File: src/rtl/seqdet_pkg.sv
// Shared definitions for the programmable serial sequence detector.
// Holds the reset-default configuration, the overlap-mode type, the
// length-field width helper, the length clamp and the length-masked
// pattern compare.
package seqdet_pkg;

  localparam logic [7:0]  DEFAULT_PATTERN = 8'b0000_1001;
  localparam int unsigned DEFAULT_LEN     = 4;
  localparam logic        DEFAULT_OVERLAP = 1'b1;

  typedef enum logic {
    OVL_OFF = 1'b0,
    OVL_ON  = 1'b1
  } overlap_e;

  // Width of a field able to hold 0..max_len inclusive.
  function automatic int unsigned len_w(input int unsigned max_len);
    return $unsigned($clog2(max_len)) + 32'd1;
  endfunction

  // Lengths below 1 collapse to single-bit detect; lengths above the
  // history depth are cut to the depth.
  function automatic int unsigned clamp_len(input int unsigned raw,
                                            input int unsigned max_len);
    if (raw < 32'd1)  return 32'd1;
    if (raw > max_len) return max_len;
    return raw;
  endfunction

  // Compares only the low len bits. Operands are carried as 32 bits, so
  // detectors using this helper are limited to 32-bit patterns.
  function automatic logic masked_equal(input logic [31:0] a,
                                        input logic [31:0] b,
                                        input int unsigned len);
    logic [31:0] mask;
    mask = (len >= 32'd32) ? '1 : ((32'd1 << len) - 32'd1);
    return ((a ^ b) & mask) == '0;
  endfunction

endpackage

File: src/rtl/sat_counter.sv
// Saturating event counter with sticky saturation flag.
//   clock : rising-edge clock
//   reset : asynchronous active-low reset
//   inc   : count one event
//   clr   : synchronous clear of count and sat (wins over inc)
//   count : current count, holds at all-ones
//   sat   : set once count reaches all-ones, held until clr/reset
module sat_counter #(
  parameter int unsigned CNT_W = 8
) (
  input  logic             clock,
  input  logic             reset,
  input  logic             inc,
  input  logic             clr,
  output logic [CNT_W-1:0] count,
  output logic             sat
);

  logic [CNT_W-1:0] count_q;
  logic [CNT_W-1:0] count_inc;
  logic             sat_q;

  always_comb begin
    count_inc = count_q + 1'b1;
  end

  always_ff @(posedge clock or negedge reset) begin
    if (!reset) begin
      count_q <= '0;
      sat_q   <= 1'b0;
    end else if (clr) begin
      count_q <= '0;
      sat_q   <= 1'b0;
    end else if (inc && (count_q != '1)) begin
      count_q <= count_inc;
      if (count_inc == '1) sat_q <= 1'b1;
    end
  end

  assign count = count_q;
  assign sat   = sat_q;

endmodule

File: src/rtl/param_sequence_detector.sv
// Serial-bit sequence detector with runtime-programmable pattern.
//   clock       : rising-edge clock
//   reset       : asynchronous active-low reset; restores default config
//   in          : serial data bit
//   in_valid    : qualifies in
//   cfg_load    : strobe latching cfg_pattern/cfg_len/cfg_overlap, clears
//                 partial-match history (bit on in is discarded)
//   cfg_pattern : pattern, bit [len-1] received first, bit 0 last
//   cfg_len     : pattern length, clamped to 1..MAX_LEN
//   cfg_overlap : 1 = overlapping matches, 0 = non-overlapping
//   count_clr   : synchronous clear of match_count/count_sat
//   out         : one-cycle registered match pulse
//   match_count : saturating number of matches
//   count_sat   : sticky saturation flag
// MAX_LEN must lie in 2..32.
module param_sequence_detector
  import seqdet_pkg::*;
#(
  parameter int unsigned        MAX_LEN     = 8,
  parameter int unsigned        CNT_W       = 8,
  parameter logic [MAX_LEN-1:0] DEF_PATTERN = MAX_LEN'(DEFAULT_PATTERN),
  parameter int unsigned        DEF_LEN     = DEFAULT_LEN,
  parameter logic               DEF_OVERLAP = DEFAULT_OVERLAP
) (
  input  logic                        clock,
  input  logic                        reset,
  input  logic                        in,
  input  logic                        in_valid,
  input  logic                        cfg_load,
  input  logic [MAX_LEN-1:0]          cfg_pattern,
  input  logic [len_w(MAX_LEN)-1:0]   cfg_len,
  input  logic                        cfg_overlap,
  input  logic                        count_clr,
  output logic                        out,
  output logic [CNT_W-1:0]            match_count,
  output logic                        count_sat
);

  localparam int unsigned      LEN_W   = len_w(MAX_LEN);
  localparam logic [LEN_W-1:0] RST_LEN = LEN_W'(clamp_len(DEF_LEN, MAX_LEN));

  logic [MAX_LEN-1:0] hist_q;
  logic [MAX_LEN-1:0] hist_n;
  logic [MAX_LEN-1:0] pattern_q;
  logic [LEN_W-1:0]   len_q;
  logic [LEN_W-1:0]   fill_q;
  logic [LEN_W-1:0]   fill_inc;
  logic [LEN_W-1:0]   fill_n;
  overlap_e           overlap_q;
  logic               accept;
  logic               hit;
  logic               out_q;

  // hit is evaluated on the would-be next history, so the pulse appears
  // registered one cycle after the final pattern bit is sampled.
  always_comb begin
    accept   = in_valid & ~cfg_load;
    hist_n   = {hist_q[MAX_LEN-2:0], in};
    fill_inc = (fill_q >= len_q) ? len_q : fill_q + 1'b1;
    hit      = (fill_inc == len_q) &&
               masked_equal(32'(hist_n), 32'(pattern_q), 32'(len_q));
    // Non-overlapping mode restarts the fill so the next match needs
    // a full set of fresh bits.
    fill_n   = (hit && (overlap_q == OVL_OFF)) ? '0 : fill_inc;
  end

  always_ff @(posedge clock or negedge reset) begin
    if (!reset) begin
      hist_q    <= '0;
      fill_q    <= '0;
      out_q     <= 1'b0;
      pattern_q <= DEF_PATTERN;
      len_q     <= RST_LEN;
      overlap_q <= overlap_e'(DEF_OVERLAP);
    end else if (cfg_load) begin
      hist_q    <= '0;
      fill_q    <= '0;
      out_q     <= 1'b0;
      pattern_q <= cfg_pattern;
      len_q     <= LEN_W'(clamp_len(32'(cfg_len), MAX_LEN));
      overlap_q <= overlap_e'(cfg_overlap);
    end else if (in_valid) begin
      hist_q    <= hist_n;
      fill_q    <= fill_n;
      out_q     <= hit;
    end else begin
      out_q     <= 1'b0;
    end
  end

  assign out = out_q;

  sat_counter #(
    .CNT_W (CNT_W)
  ) u_match_cnt (
    .clock (clock),
    .reset (reset),
    .inc   (accept & hit),
    .clr   (count_clr),
    .count (match_count),
    .sat   (count_sat)
  );

endmodule

File: config.mk
export PLATFORM = sky130hd
export DESIGN_NAME = param_sequence_detector
export DESIGN_NICKNAME = d
export VERILOG_FILES = /design/src/rtl/seqdet_pkg.sv /design/src/rtl/sat_counter.sv /design/src/rtl/param_sequence_detector.sv
export SDC_FILE = /design/constraint.sdc
export NUM_CORES = 1
export LEC_CHECK = 0
export ABC_CLOCK_PERIOD_IN_PS = 2550
export CAP_MARGIN = 20
export CORE_UTILIZATION = 25
export CTS_BUF_LIST = sky130_fd_sc_hd__clkbuf_4 sky130_fd_sc_hd__clkbuf_8
export DETAILED_ROUTE_END_ITERATION = 8
export DONT_BUFFER_PORTS = 1
export PLACE_DENSITY_LB_ADDON = 0.15
export SYNTH_ARGS = -nofsm -noshare
export SYNTH_HDL_FRONTEND = slang
export SYNTH_SLANG_ARGS = --single-unit
File: constraint.sdc
create_clock -name clock -period 2.55 [get_ports clock]
set_clock_uncertainty 0.15 [all_clocks]
set_input_delay 0.3825 -clock clock [delete_from_list [all_inputs] [get_ports clock]]
set_output_delay 0.3825 -clock clock [all_outputs]
set_load 0.03 [all_outputs]
==> impl_summary.txt, run 1 <==
----------------------------------------------------
[Setup path]
  Required time worst endpoint ... 2.62 ns
  Critical Path Slowest Stage Cell ... sky130_fd_sc_hd__or4_4
  Critical path capture point type ... register
  Kind of start point of the critical path ... register
  Peak fanout along the critical path ... 3
  Startpoint-to-endpoint class of the critical path ... reg -> reg
  Largest stage delay, worst path ... 0.50 ns
  Worst setup slack for register-to-register paths ... -0.13 ns
  Critical path cell sequence ... nor2_4 -> nand3_4 -> ha_4 -> o22ai_2 -> a211o_1 -> a2111oi_4 -> nand3_2 -> or4_4 -> a21oi_2
  Arrival time at the worst endpoint ... 2.75 ns

[Yosys]
  Sequential-to-total area share from yosys stat ... 41.2%
  Most common flop cell mapped by yosys ... sky130_fd_sc_hd__dfrtp_1
  Area fraction of the dominant cell type after synthesis ... 36.1%
  Post-synth top area cell ... sky130_fd_sc_hd__dfrtp_1
  Top post-synthesis cells by count ... sky130_fd_sc_hd__dfrtp_1, sky130_fd_sc_hd__nor2_1, sky130_fd_sc_hd__nand2_1
  Mean instance size in the synthesized netlist ... 9.80 um2
  Syn Inst Count ... 212
  Yosys warning count ... 0
  Register bit count reported by yosys ... 34
  Number of enable flip-flop cells after synthesis ... 0
  Most repeated cell in the gate-level netlist after synthesis ... sky130_fd_sc_hd__dfrtp_1
  Number of distinct library cells after synthesis ... 44
  Syn Std Cell Area ... 2080 um2
  Async set or reset register ratio after synthesis ... 100%
  Dominant cells by area after synthesis ... sky130_fd_sc_hd__dfrtp_1, sky130_fd_sc_hd__mux2i_1, sky130_fd_sc_hd__dfstp_2
  Mapped Nets ... 239

[Clock tree]
  CTS tree ... done
  Clock latency at the later pin of the worst-skew pair ... 0.29 ns
  Clock-pin transition on the worst setup and hold timing paths ... 0.08 ns
  Number of CTS-inserted buffers ... 5
  Number of sinks on the clock net ... 34
  H-tree levels ... 2
  Clock root buffer ... sky130_fd_sc_hd__clkbuf_8
  Clk buf depth ... 2

[Timing]
  Max-slew headroom ... 67.3%
  Worst hold slack ... -0.0104 ns
  Total Negative Setup Slacks ... -0.651 ns
  Setup Viol. Count Final ... 8
  Share of the cycle needed by the critical path after routing ... 105%
  Highest attainable clock frequency ... 374 MHz
  Final worst path period need ... 2.68 ns
  Worst-Margin Slew ... 0.491 ns
  Count of final max-slew check failures ... 0
  RSZ-0062 raised after global routing ... yes
  Final worst setup slack ... -0.127 ns
  Final Hold Violating Endpoints ... 6

[GRT]
  Total congestion overflow after global routing ... 0
  Wire length of the first global-routing pass ... 8640 um
  Global Route Usage Sum ... 13.0%
  Antenna violations before repair ... 0
  Vias in the first global route ... 1752
  Largest net degree at the start of global routing ... 35

[Placement]
  IO buf count ... 0
  Estimated wirelength of the detail-placed design ... 3460 um
  RD Place Congestion ... 0.796

[Drt]
  Number of DRC markers after the initial detailed-route iteration ... 64
  DR pass1 iterations ... 4
  Final wirelength ... 5250 um
  DRC violations left ... 0
  Vias after detailed routing ... 1654
  Via density ... 4.71
  Routed len/inst ... 15.0 um
  Number of routed nets with antenna violations ... 0

[Final layout]
  Synthesis-to-finish area growth ... 33.1%
  Number of nets in the layout ... 275
  Ratio of cells with drive above 1 in the final layout ... 40.6%
  Number of antenna cells inserted ... 0

[Flow run]
  Max-cap violation count ... 0

[Die]
  Number of rows created at floorplan ... 32
  Core box area ... 7890 um2
  Y dimension of the die ... 93.2 um
  Initial Util ... 26.3%
  Die area ... 8680 um2
  Top-Level Pins ... 29
  Die Span X ... 93.2 um

[Power]
  Static leakage power ... 1.15 nW
  Power density cells ... 558 nW/um2
  Max VDD drop ... 0.237 mV

[Run status]
  Violations in the final reports ... hold timing, setup timing
  Run status ... finished, violations left

[Min path]
  Hold crit path type ... in -> reg

----------------------------------------------------
logic make-up after synthesis:
family                     share of synthesized area, %
buffers and inverters                              5.72
and+or+nand+nor                                    17.2
muxes                                              10.2
DFF                                                41.2
adders and majority gates                          4.82
xor gates and xnor gates                           6.75
AOI/OAI and AO/OA                                  14.1
critical path: cells and delay by family (launching register included):
kind,cells,cell delay (ns)
adders and majority gates,1,0.27
AOI/OAI and AO/OA,4,0.83
DFF,1,0.45
and+or+nand+nor,4,0.90
layout make-up:
type	count	area, um2
clock buffer	5	68.8
clock inverter	3	45.0
fill	812	5120
inverter	12	45.0
multi-input combinational	155	1280
sequential	34	858
tap	102	128
timing repair buffer	40	335
report_power, final:
| part | switching, W | internal (W) |
|---|---|---|
| Clock | 0.000219 | 0.000291 |
| Sequential | 0.0000308 | 0.000574 |
| Combinational | 0.000191 | 0.000237 |
| Total | 0.000441 | 0.00110 |
placed cells by master (no fill, tap or decap), drive strengths merged, types with 2 or more instances in the layout:
| master | Yosys | routed |
|---|---|---|
| xnor2 | 10 | 10 |
| a31o | 2 | 2 |
| o21ai | 10 | 10 |
| xor2 | 6 | 6 |
| ha | 8 | 8 |
| clkbuf | 3 | 5 |
| o31ai | 2 | 2 |
| nand2b | 4 | 4 |
| clkinvlp | 0 | 2 |
| nand3 | 10 | 10 |
| nand2 | 14 | 14 |
| a21oi | 13 | 13 |
| o32ai | 2 | 2 |
| nor4 | 3 | 3 |
| a21o | 2 | 2 |
| dfstp | 4 | 4 |
| dfrtp | 30 | 30 |
| nor3 | 7 | 7 |
| mux2 | 9 | 9 |
| inv | 12 | 12 |
| dlygate4sd3 | 0 | 4 |
| or3 | 4 | 4 |
| mux2i | 11 | 11 |
| nor2 | 16 | 16 |
| or2 | 2 | 2 |
| buf | 8 | 36 |
| o22ai | 5 | 5 |
| nor2b | 3 | 3 |
worst paths after layout:
check                        startpoint              endpoint  depth (start not counted)
max                            len_q[0]  u_match_cnt.count[7]                          9
min                           count_clr  u_match_cnt.count[3]                          1
max reg2reg                    len_q[0]  u_match_cnt.count[7]                          9
min reg2reg                pattern_q[7]          pattern_q[7]                          1
max in group asynchronous         reset             overlap_q                          2
min in group asynchronous         reset          pattern_q[5]                          2
through the flow:
step	total power (W)	cell area (um2)	setup WS, ns	cells	util [%]
2_1_floorplan	0.000841	2090	-0.0321	212	-
3_3_place_gp	0.000916	2310	-0.0984	326	29.3
4_1_cts	0.00150	2590	-0.0403	346	32.9
5_1_grt	0.00163	2770	-0.248	351	35.1
6_report	0.00154	2770	-0.127	351	35.1
3_5_place_dp	0.000915	2310	-0.0904	326	29.3
layer usage:
| layer | up-vias | GRT usage (%) | wire [um] |
|---|---|---|---|
| met5 | - | 0 | 0 |
| met4 | 0 | 4.62 | 81 |
| met3 | 7 | 3.17 | 136 |
| met2 | 18 | 20.8 | 2450 |
| met1 | 809 | 17.0 | 2580 |
| li1 | 820 | - | - |
sequential cells by signal (all words and copies together), names as in the netlist:
register,flops
u_match_cnt.sat,1
fill_q,4
u_match_cnt.count,8
out,1
overlap_q,1
len_q,4
hist_q,7
pattern_q,8
repair_timing:
action / in CTS / in global routing
hold buffers: 4 / 1
gates resized for setup: 16 / 27
endpoints found under the setup margin: 11 / 13
setup buffers: 7 / 5
gates cloned: 1 / 0
pin swaps: 20 / 17
hold endpoints to repair: 51 / 8
Power figures use the tool's default switching activity.
==> inputs of run 2 (changes only) <==
Settings changed: CTS_CLUSTER_SIZE set to 24.
==> results of run 2 <==
Same layout as run 1: the final DEF is identical, and so are final timing and power.
